==> src/rtl/counter_sched.sv <==
// Programmable wrap-around counter scheduler: takes period/prescale/mode over a
// ready/valid handshake, then emits prescaled ticks and a done pulse on wrap.
module counter_sched #(
  parameter int WIDTH   = 8,
  parameter int PRESC_W = 8
) (
  input  logic               clk,
  input  logic               rst,
  input  logic               cfg_valid,
  output logic               cfg_ready,
  input  logic [WIDTH-1:0]   cfg_period,
  input  logic [PRESC_W-1:0] cfg_presc,
  input  logic               cfg_mode,
  input  logic               start,
  input  logic               stop,
  input  logic               hold,
  output logic               busy,
  output logic               tick,
  output logic [WIDTH-1:0]   cnt,
  output logic               done,
  output logic [1:0]         dbg_state
);

  // Handshake: a configuration transfers on a rising edge where
  // cfg_valid && cfg_ready; cfg_ready is low only while a run is active.

  typedef enum logic [1:0] {
    S_IDLE  = 2'd0,
    S_ARMED = 2'd1,
    S_RUN   = 2'd2
  } state_t;

  localparam logic [WIDTH-1:0]   CNT_ONE = 1;
  localparam logic [PRESC_W-1:0] PRE_ONE = 1;

  state_t             state_q;
  logic [WIDTH-1:0]   cnt_q;
  logic [WIDTH-1:0]   period_q;
  logic [PRESC_W-1:0] pre_q;
  logic [PRESC_W-1:0] presc_q;
  logic               mode_q;
  logic               cfg_fire;
  logic               wrap;

  assign cfg_fire = cfg_valid && cfg_ready;
  // stop and hold mask the tick in the same cycle they are raised.
  assign tick     = (state_q == S_RUN) && !hold && !stop && (pre_q == presc_q);
  assign wrap     = tick && (cnt_q == period_q);

  always_ff @(posedge clk) begin
    if (!rst) begin
      state_q  <= S_IDLE;
      cnt_q    <= '0;
      pre_q    <= '0;
      period_q <= '0;
      presc_q  <= '0;
      mode_q   <= 1'b0;
    end else begin
      case (state_q)
        S_IDLE: begin
          if (cfg_fire) begin
            period_q <= cfg_period;
            presc_q  <= cfg_presc;
            mode_q   <= cfg_mode;
            state_q  <= S_ARMED;
          end
        end
        S_ARMED: begin
          if (cfg_fire) begin
            period_q <= cfg_period;
            presc_q  <= cfg_presc;
            mode_q   <= cfg_mode;
          end else if (start) begin
            cnt_q   <= '0;
            pre_q   <= '0;
            state_q <= S_RUN;
          end
        end
        S_RUN: begin
          if (stop) begin
            state_q <= S_ARMED;
          end else if (tick) begin
            pre_q <= '0;
            if (wrap) begin
              cnt_q <= '0;
              if (!mode_q) state_q <= S_ARMED;
            end else begin
              cnt_q <= cnt_q + CNT_ONE;
            end
          end else if (!hold) begin
            pre_q <= pre_q + PRE_ONE;
          end
        end
        default: state_q <= S_IDLE;
      endcase
    end
  end

  assign busy      = (state_q == S_RUN);
  assign cfg_ready = (state_q != S_RUN);
  assign done      = wrap;
  assign cnt       = cnt_q;
  assign dbg_state = state_q;

endmodule
==> config.mk <==
export PLATFORM = sky130hd
export DESIGN_NAME = counter_sched
export DESIGN_NICKNAME = d
export VERILOG_FILES = /design/src/rtl/counter_sched.sv
export SDC_FILE = /design/constraint.sdc
export NUM_CORES = 1
export LEC_CHECK = 0
export ABC_AREA = 1
export BUFFER_PORTS_ARGS = -buffer_cell sky130_fd_sc_hd__buf_4
export CORE_MARGIN = 8
export CORE_UTILIZATION = 50
export DETAILED_ROUTE_END_ITERATION = 12
export PLACE_DENSITY = 0.76
export SETUP_SLACK_MARGIN = 0.05
export SYNTH_ARGS = -nofsm -noshare
export SYNTH_HDL_FRONTEND = slang
export SYNTH_SLANG_ARGS = --single-unit
==> constraint.sdc <==
create_clock -name clk -period 2.4 [get_ports clk]
set_clock_uncertainty 0.05 [all_clocks]
set_input_delay 0.12 -clock clk [delete_from_list [all_inputs] [get_ports clk]]
set_output_delay 0.12 -clock clk [all_outputs]
set_load 0.03 [all_outputs]
* Word-level counts from Yosys, hierarchy flattened
Index checks and enable logic that the tools add are counted.
** Storage, ports and cells
- Register bits after elaboration :: 35
- Input port bits :: 23
- Output and inout port bits :: 14
** Cells by class
- Add/sub/neg operators :: 2
- Eq/ne operators :: 14
- Multiplexer cells :: 18
- Reduce and logical (&&, ||, !) cells :: 14
** Operator list (count)
- $mux W8 :: 8
- $pmux W8 S2 :: 2
- $add A8 B1 Y8 const B :: 2
- $eq A8 B8 Y1 :: 2
- $mux W2 :: 7
- $ne A2 B2 Y1 const B :: 5
- $reduce_and A5 Y1 :: 2
- $ne A3 B2 Y1 const B :: 3
- $pmux W2 S3 :: 1
- $reduce_and A6 Y1 :: 1
- $logic_and A1 B1 Y1 :: 5
- $ne A3 B3 Y1 const B :: 1
- $eq A2 B1 Y1 const B :: 1
- $eq A2 B2 Y1 const B :: 1
- $logic_not A1 Y1 :: 2
- $logic_not A2 Y1 :: 1
- $ne A2 B1 Y1 const B :: 1
- $reduce_and A2 Y1 :: 1
- $reduce_bool A2 Y1 :: 1
- $reduce_or A2 Y1 :: 1

* Longest topological paths before layout
Gate-level depths: netlist of the first run.
- Depth after elaboration :: 9
- Depth in mapped cells :: 13

* Worst setup path before layout of the first run
OpenSTA, ideal clock, no wires.
- Kind :: register -> output
- From :: register state_q[1] (netlist: dbg_state[1])
- To :: output port done
- Arrival :: 2.241 ns
- Data required time :: 2.230 ns
- Slack :: -0.011 ns
- Stages on the path, launching flop included :: 8
- Buffers on the path :: 0
- Path through :: dfxtp_1 ha_1 nand2_1 inv_1 nand4_1 nor3_1 nand4_1 nor3_1
** Between the ends
- Word-level cells in the longest chain between the ends :: 5
** Ends and longest elaborated chain
- start, declared :: RTL line 36 : state_t state_q;
- start signal, assigned :: RTL line 52 : state_q <= S_IDLE;
- start signal, assigned :: RTL line 65 : state_q <= S_ARMED;
- start signal, assigned :: RTL line 76 : state_q <= S_RUN;
- $eq A2 B2 Y1
- named net busy :: RTL line 17 : output logic busy,
- $logic_and A1 B1 Y1 (3 in series) :: RTL line 47 : assign tick = (state_q == S_RUN) && !hold && !stop && (pre_q == presc_q);
- $logic_and A1 B1 Y1 :: RTL line 48 : assign wrap = tick && (cnt_q == period_q);
- end, declared :: RTL line 20 : output logic done,
The timed path passes the listed nets, and every way through them passes these cells.

* Final worst setup path of the first run
- From :: register state_q[0] (netlist: dbg_state[0])
- To :: output port done
** Between the ends
- Word-level cells in the longest chain between the ends :: 5
** Ends and longest elaborated chain (RTL line)
- $eq A2 B2 Y1 :: 47
- $logic_and A1 B1 Y1 (3 in series) :: 47
- $logic_and A1 B1 Y1 :: 48
No other way between the ends.

==> results of run 1 <==
layer usage:
layer	track usage, %	routed length (um)	part of all wire (%)
met4	5.45	29	0.57
met5	0	0	0
met2	24.8	2230	44
met1	20.4	2470	49
met3	5.52	339	6.7
layout make-up:
class                   instances  area (um^2)
clock buffers                   6         72.6
fillers                       386         1500
inverters                      53          203
multi-input cells             225         1130
flip-flops and latches         35          701
well taps                      50         62.6
repair buffers                 39          293
repair inverters                1         7.51
cells in the final DEF, fill, tap and decap left out:
cell and count:
a21oi_1 23, a21oi_2 1, a21oi_4 1, a22oi_1 1, and3_1 1, buf_4 39, clkbuf_1 1, clkbuf_8 5
clkinv_1 1, clkinvlp_4 2, dfxtp_1 35, ha_1 5, ha_2 1, inv_1 50, inv_2 1, nand2_1 84
nand2_2 7, nand2_4 2, nand3_1 18, nand3_2 1, nand4_1 7, nor2_1 35, nor2_4 2, nor3_1 6
nor3_2 3, nor3b_2 1, o211a_1 1, o21ai_0 22, o21ai_2 1, o21bai_1 1, xnor2_1 1
stage by stage:
step	instance area (um^2)	utilization, %	total power, mW	setup slack (ns)	hold slack (ns)
finish	2470	62.1	2.30	0.308	0.0145
global route	2470	62.1	2.49	0.111	0.0355
CTS	2430	61.1	2.24	0.227	0.00646
detailed placement	2350	59.3	1.85	0.232	0.306
global placement	2350	59.3	1.83	0.410	0.302
floorplan	2050	-	1.59	0.137	0.205
worst min-delay path, delay by kind of cell:
| family | cells | cell delay, ns |
|---|---|---|
| and+or+nand+nor | 2 | 0.11 |
| buffers and inverters | 1 | 0.08 |
flip-flops by register name, indices dropped and copies added (netlist names):
signal,flops
period_q,8
pre_q,8
presc_q,8
mode_q,1
dbg_state,2
cnt,8
cell families after synthesis:
kind of cell | synth area share [%]
and+or+nand+nor | 36.9
adders and majority gates | 3.68
buffers and inverters | 10.9
AOI/OAI and AO/OA | 13.7
xor gates and xnor gates | 0.429
DFF | 34.3
report_power, final:
part / switching (mW) / internal [mW] / total, mW
combinational: 0.731 / 0.375 / 1.11
clock: 0.195 / 0.193 / 0.388
sequential: 0.0924 / 0.712 / 0.805
what timing repair did:
item / in CTS / in global routing
gates resized for setup: 0 / 4
setup endpoints to repair: 0 / 17
buffers inserted: 0 / 3
final timing paths:
| path | from | end | slack (ns) | cells past startpoint |
|---|---|---|---|---|
| worst max-delay path | dbg_state[0] | done | 0.31 | 9 |
| worst min-delay path | cfg_presc[7] | presc_q[7] | 0.01 | 3 |
| worst max register to register | dbg_state[0] | cnt[1] | 0.40 | 12 |
| worst min register to register | mode_q | mode_q | 0.41 | 2 |
==> reports/results.tsv, run 1 <==
metric	value	unit
run status	complete, no violations	
Mapped Nets	348	
async set-reset flop share out of synthesis	0	%
n_diodes	0	
initial antenna violation count	0	
Final nets	389	
DPL Wire Length	3650	um
final slew viol count	0	
Max IR drop VDD	0.000491	V
prevailing post-synth register cell	dfxtp_1	
CTS tree	built	
largest delay contributor family on the critical path	simple AND/OR/NAND/NOR gates	
Die Width	79.9	um
slowest CP cell	dfxtp_1	
clock buffer depth	2	
Die Y	79.9	um
EDFF count, synth	0	
Max Fclk	478	MHz
I/O Buffers	36	
crit path cell chain	inv_1 > ha_2 > nand2_1 > inv_1 > nand4_1 > nor3_1 > nand4_1 > nor3_2 > buf_4	
synthesized area	2040	um^2
critical path arrival	1.92	ns
Vias/cell	5.01	
Clock Sinks	35	
setup TNS	0	ns
Slew HR	73.3	%
top post-synthesis cells by area	dfxtp_1 34%, nand2_1 15%, inv_1 9.4%	
area added between synthesis and finish	20.9	%
Worst-path clk slew	0.06	ns
CP bufs+invs	3	
max-cap viol count	0	
most frequent cell after synthesis	nand2_1	
DRT iter0 DRCs	140	
final WL	5070	um
root buf cell	clkbuf_8	
Antenna Nets Post-Route	0	
Yosys warning total	0	
core area	3970	um^2
Synth top cells by count	84 x nand2_1, 51 x inv_1, 35 x dfxtp_1, 35 x nor2_1, 24 x a21oi_1	
Crit Path Max Fanout	8	
via count	2050	
Final Cycle Share	87.2	%
total congestion overflow	0	
dpl cells	399	
vias in the first global route	1866	
Hold Fails Final Rpt	0	
Final setup viols	0	
measured slew at the worst slew-check pin	0.397	ns
CTS H-tree lvls	2	
startpoint types	register	
CP max stage delay	0.36	ns
post-synth cell types	27	
unrepaired setup endpoints after global routing	no	
pwr dens	932	nW/um^2
Wirelength per Cell	12.4	um
pin count of the biggest net entering global routing	34	
hold buffer count at CTS	0	
share of cells above drive strength 1	18.7	%
synthesized area per cell	6.40	um^2
DRC viols	0	
CP required	2.23	ns
final critical-path required period	2.09	ns
final non-filler cell total	409	
worst skew pair latency	0.28	ns
first-pass GRT wire length	8340	um
num ports	37	
sequential area share after synthesis	34.3	%
Starting Density	51.4	%
Synth Register Bits	35	
WS Path Type	register to output port	
Num CTS Buffers	5	
Final GP Congestion	0.823	
Setup crit end kind	output port	
cell row count	23	
Mapped Cells	319	
Worst Hold Class	input pin to register	
DR pass1 iterations	4	
Yosys top cell area share	34.3	%
GRT Total Usage	16.1	%
Yosys top cell by area	dfxtp_1	
total die area	6380	um^2
Leak Pwr	1.13	nW
(Power assumes the default switching activity.)
==> run 2, diff against run 1 <==
ABC_AREA = default   (was 1)
PLACE_DENSITY = 0.77   (was 0.76)
clock period = 2.35 ns   (was 2.4 ns; I/O delays follow)
==> run 2 against run 1 <==
Via count shrank 20%. Largest power group unchanged. Power shrank 17%. Clock power shrank 19%. Core utilization grew 9.4 points. Final cell count shrank 20%. Critical path depth shrank 1. Highest routed layer unchanged. Critical endpoint is now dbg_state[0]. Sequential cell count is the same. Combinational power shrank 25%. Clock-buffer cell count grew 1. Largest cell class unchanged.
==> reports/results.tsv, run 2 <==
metric	value	unit	change
run status	complete, no violations		
DRC viols	0		unchanged
CP required	2.56	ns	+0.33 ns
vias in the first global route	1620		-13%
Mapped Cells	214		-33%
sw frac	41.3	%	-3.0 points
DRT iter0 DRCs	159		+14%
Setup crit end kind	register		
mux share of post-synthesis cell area	0	%	unchanged
DR pass1 iterations	5		+1
total congestion overflow	0		unchanged
synthesized area	1730	um^2	-15%
internal power	1.12	mW	-13%
synthesized area per cell	8.07	um^2	+26%
Final nets	308		-21%
Worst Hold Class	input pin to register		
Yosys warning total	0		unchanged
unrepaired setup endpoints after global routing	yes		
cell row count	21		-8.7%
EDFF count, synth	0		unchanged
Wirelength per Cell	13.3	um	+7.6%
Yosys top cell by area	dfxtp_1		
Final GP Congestion	0.835		+1.4%
Leak Pwr	1.05	nW	-7.0%
Die Y	74.8	um	-6.4%
final slew viol count	0		unchanged
largest family of logic cells by synthesized area	simple AND/OR/NAND/NOR gates		
first-pass GRT wire length	7240	um	-13%
DPL Wire Length	3020	um	-17%
Antenna Nets Post-Route	0		unchanged
num ports	37		unchanged
Synth Area in Simple Gates	27.2	%	-9.7 points
area added between synthesis and finish	38.3	%	
Reg power frac	39.5	%	+4.5 points
CTS tree	built		
final worst slack	0.0828	ns	-0.226 ns
Vias/cell	5.06		+0.92%
final WL	4350	um	-14%
I/O Buffers	36		unchanged
total die area	5590	um^2	-12%
commonest cells after routing, fill and taps aside	49 x nand2_1, 46 x buf_4, 33 x dfxtp_1		
Synth Area in Compound Gates	10.8	%	-2.9 points
fill cell count	279		-28%
core area	3340	um^2	-16%
Hold Fails Final Rpt	0		unchanged
Synth Register Bits	35		unchanged
worst skew pair latency	0.34	ns	+0.06 ns
Post-Synth Adder-Cell Area	4.35	%	+0.67 points
most frequent cell after synthesis	nand2_1		
share of cells above drive strength 1	23.6	%	+4.9 points
Mapped Nets	243		-30%
sequential area share after synthesis	40.6	%	+6.2 points
post-synthesis xor/xnor area fraction	14.2	%	+14 points
Final setup viols	0		unchanged
Starting Density	51.7	%	+0.36 points
Switch Pwr	787	uW	-23%
Max IR drop VDD	0.000556	V	+13%
clock buffer depth	2		unchanged
Power Total	1.90	mW	-17%
Worst-path clk slew	0.10	ns	+0.04 ns
Comb pwr share	43.9	%	-4.2 points
critical path arrival	2.48	ns	+0.56 ns
GRT Total Usage	16.7	%	+0.57 points
Slew HR	45.8	%	-27 points
max-cap viol count	0		unchanged
clock share of power	16.5	%	-0.4 points
measured slew at the worst slew-check pin	0.809	ns	+0.412 ns
pre-CTS WS	0.0934	ns	-0.139 ns
final critical-path required period	2.27	ns	
startpoint types	register		
top post-synthesis cells by area	dfxtp_1 41%, nand2_1 11%, xor2_1 9.6%		
Max Fclk	441	MHz	
WS Path Type	register to register		
Final Cycle Share	96.5	%	
commonest non-fill, non-tap cell in the layout	nand2_1		
Yosys top cell area share	40.6	%	+6.2 points
root buf cell	clkbuf_4		
pin count of the biggest net entering global routing	22		-35%
initial antenna violation count	0		unchanged
async set-reset flop share out of synthesis	0	%	unchanged
Num CTS Buffers	5		unchanged
Synth top cells by count	49 x nand2_1, 35 x dfxtp_1, 23 x a21oi_1		
Crit Path Max Fanout	8		unchanged
via count	1649		-20%
Clock Sinks	35		unchanged
prevailing post-synth register cell	dfxtp_1		
n_diodes	0		unchanged
CTS H-tree lvls	2		unchanged
sequential cell area	708	um^2	+1.1%
post-synth cell types	29		+7.4%
area of the multi-input gates	1020	um^2	-9.4%
pwr dens	797	nW/um^2	-14%
Die Width	74.8	um	-6.4%
[run 2: worst paths after layout]
check | start | endpoint | slack [ns] | cells after the start
worst max-delay path | dbg_state[0] | dbg_state[0] | 0.08 | 8
worst max register to register | dbg_state[0] | dbg_state[0] | 0.08 | 8
worst min-delay path | rst | pre_q[6] | 0.13 | 3
worst min register to register | period_q[5] | period_q[5] | 0.42 | 2
[run 2: layout make-up]
| cell class | instances | share of cell area (%) |
|---|---|---|
| Clock buffer | 7 | 1.89 |
| Clock inverter | 1 | 0.210 |
| Inverter | 8 | 1.42 |
| Multi-Input combinational cell | 166 | 42.8 |
| Sequential cell | 35 | 29.7 |
| Tap cell | 46 | 2.41 |
| Timing Repair Buffer | 63 | 21.6 |
[run 2: cells by family (layout without fill, tap and decap cells)]
group | Yosys count | after routing
compound gates | 35 | 35
xor+xnor | 28 | 28
fa+ha+maj | 6 | 6
buf+inv | 13 | 79
flops | 35 | 35
simple gates | 97 | 97
[run 2: critical path, stage by stage, from the launching register on]
cell,delay (ns)
dfxtp_4,0.37
inv_2,0.07
ha_4,0.18
clkinvlp_4,0.11
nor4_4,0.32
nand3_2,0.15
o311a_4,0.34
or4_1,0.47
a21oi_1,0.12
[run 2: power by group through the flow]
stage / clock network (mW) / logic (mW) / registers [mW]
floorplan: 0 / 0.510 / 0.790
CTS: 0.319 / 0.805 / 0.753
global route: 0.342 / 0.920 / 0.763
finish: 0.314 / 0.836 / 0.752
detailed placement: 0 / 0.781 / 0.767
global placement: 0 / 0.772 / 0.762
[run 2: timing repair]
item,4_1_cts,5_1_grt
hold endpoints to repair,17,0
endpoints found under the setup margin,0,6
gates resized for setup,0,4
hold buffers,17,0
setup buffers,0,2
[run 2: layer usage]
layer  part of all wire, %  GRT usage, %  vias to the layer above
li1                      -             -                      849
met1                    45          19.2                      766
met3                   4.3          4.53                        5
met4                  0.87          7.61                        0
met2                    50          28.2                       29
met5                     0             0                        -
[run 2: through the flow]
stage	TNS (ns)	area, um^2	utilization (%)	std cells	hold WS (ns)
3_5_place_dp	0	2120	63.5	299	0.322
3_3_place_gp	0	2120	63.5	299	0.315
6_report	0	2390	71.5	326	0.127
5_1_grt	-0.0222	2390	71.5	326	0.150
4_1_cts	0	2340	70.1	324	0.136
2_1_floorplan	-0.0305	1750	-	214	0.203
==> run 3, diff against run 2 <==
ABC_AREA = 1   (was default)
PLACE_DENSITY = 0.76   (was 0.77)
==> run 3 against run 2 <==
Global-route usage is 0.66 points lower. Final area rose by 3.0%. Via count grew 24%. Routed wire length grew 14%. First-iteration DRC count fell by 12%. Hold slack worse by 0.12 ns. Sequential share of layout area down 1.2 points. Core utilization is 9.6 points lower. Sequential power is 9.8% higher. Clock power up 37%. Maximum frequency grew 8.9%.
==> reports/results.tsv, run 3 (synthesis gave the netlist of run 1 again) <==
metric	value	unit	change
Wirelength per Cell	12.1	um	-9.1%
startpoint types	register		
Crit Path Max Fanout	8		unchanged
sequential cell area	701	um^2	-1.1%
Antenna Nets Post-Route	0		unchanged
WS Path Type	register to output port		
Worst Hold Class	input pin to register		
Hold Fails Final Rpt	0		unchanged
worst skew pair latency	0.29	ns	-0.05 ns
Clock Sinks	35		unchanged
area added between synthesis and finish	20.5	%	
DR pass1 iterations	5		unchanged
Die Width	79.9	um	+6.8%
final WL	4950	um	+14%
final slew viol count	0		unchanged
GRT Total Usage	16.1	%	-0.66 points
critical path arrival	1.91	ns	-0.57 ns
first-pass GRT wire length	8230	um	+14%
share of cells above drive strength 1	17.9	%	-5.7 points
CP max stage delay	0.36	ns	-0.11 ns
Final nets	386		+25%
root buf cell	clkbuf_8		
dpl cell area	2360	um^2	+11%
setup TNS	0	ns	unchanged
final critical-path required period	2.08	ns	-0.185 ns
Slew HR	47.8	%	+2.0 points
Post-CTS Resized	0		unchanged
hold buffer count at CTS	0		-17
Max IR drop VDD	0.000690	V	+24%
hold depth	3		unchanged
DPL Wire Length	3860	um	+28%
Setup crit end kind	output port		
core area	3970	um^2	+19%
CP required	2.18	ns	-0.38 ns
Num CTS Buffers	5		unchanged
total die area	6380	um^2	+14%
Final setup viols	0		unchanged
Leak Pwr	1.13	nW	+7.5%
Max Fclk	480	MHz	+8.9%
Post-CTS Setup Bufs	0		unchanged
Vias/cell	5.01		-1.0%
I/O Buffers	36		unchanged
DRT iter0 DRCs	140		-12%
via count	2043		+24%
unrepaired setup endpoints after global routing	no		
CTS tree	built		
cell row count	23		+9.5%
n_diodes	0		unchanged
pin count of the biggest net entering global routing	31		+41%
measured slew at the worst slew-check pin	0.782	ns	-0.0269 ns
commonest cells after routing, fill and taps aside	84 x nand2_1, 51 x inv_1, 37 x buf_4		
total congestion overflow	0		unchanged
Starting Density	51.4	%	-0.36 points
Die Y	79.9	um	+6.8%
fill cell count	390		+40%
pwr dens	950	nW/um^2	+19%
Worst-path clk slew	0.07	ns	-0.03 ns
Final GP Congestion	0.879		+5.3%
vias in the first global route	1894		+17%
crit path cell chain	inv_1 > ha_4 > nand2_1 > inv_1 > nand4_1 > nor3_1 > nand4_1 > nor3_2 > buf_4		
R2R cell count	7		-1
initial antenna violation count	0		unchanged
CTS H-tree lvls	2		unchanged
run status	complete, no violations		
slowest CP cell	dfxtp_1		
clock buffer depth	2		unchanged
commonest non-fill, non-tap cell in the layout	nand2_1		
Final Cycle Share	88.6	%	-7.9 points
design area	2460	um^2	+3.0%
num ports	37		unchanged
max-cap viol count	0		unchanged
area of the multi-input gates	1130	um^2	+11%
DRC viols	0		unchanged
## run 3: per-stage QoR
stage	util, %	setup slack (ns)	instances	hold WS [ns]	power (mW)
floorplan	-	0.0872	319	0.202	1.62
global placement	59.5	0.373	400	0.295	1.88
detailed placement	59.5	0.297	400	0.305	1.90
CTS	61.6	0.140	408	0.000816	2.33
global route	61.9	0.0590	408	0.0239	2.53
finish	61.9	0.268	408	0.00281	2.34
## run 3: final cells by class
type,instances,area share (%)
clock buffers,6,2.95
flip-flops and latches,35,28.5
inverters,53,8.09
well taps,50,2.54
repair buffers,37,11.3
clock inverters,2,0.509
multi-input cells,225,46.1
## run 3: path summary, 6_finish.rpt
check	from	endpoint	slack, ns
worst min-delay path	cfg_presc[7]	presc_q[7]	0.003
worst max register to register	dbg_state[1]	period_q[0]	0.38
worst min register to register	presc_q[2]	presc_q[2]	0.42
worst max-delay path	dbg_state[0]	done	0.27
## run 3: worst max-delay path, delay by kind of cell (launching register included)
family                     cells  cell delay, ns
DFF                            1            0.36
buffers and inverters          3            0.40
adders and majority gates      1            0.19
and+or+nand+nor                5            0.67
## run 3: per-layer routing
metal  GRT usage, %  vias to the layer above  part of all wire (%)
li1               -                     1075                     -
met1           19.4                      904                    47
met2           25.9                       56                    45
met3           5.41                        8                   6.9
met4           5.45                        0                   1.5
met5              0                        -                     0
## run 3: report_power, final
| group | leakage [nW] | internal (mW) | total [mW] | switching (mW) |
|---|---|---|---|---|
| clock | 0.0412 | 0.207 | 0.431 | 0.224 |
| combinational | 0.807 | 0.366 | 1.08 | 0.715 |
| sequential | 0.286 | 0.727 | 0.826 | 0.0988 |
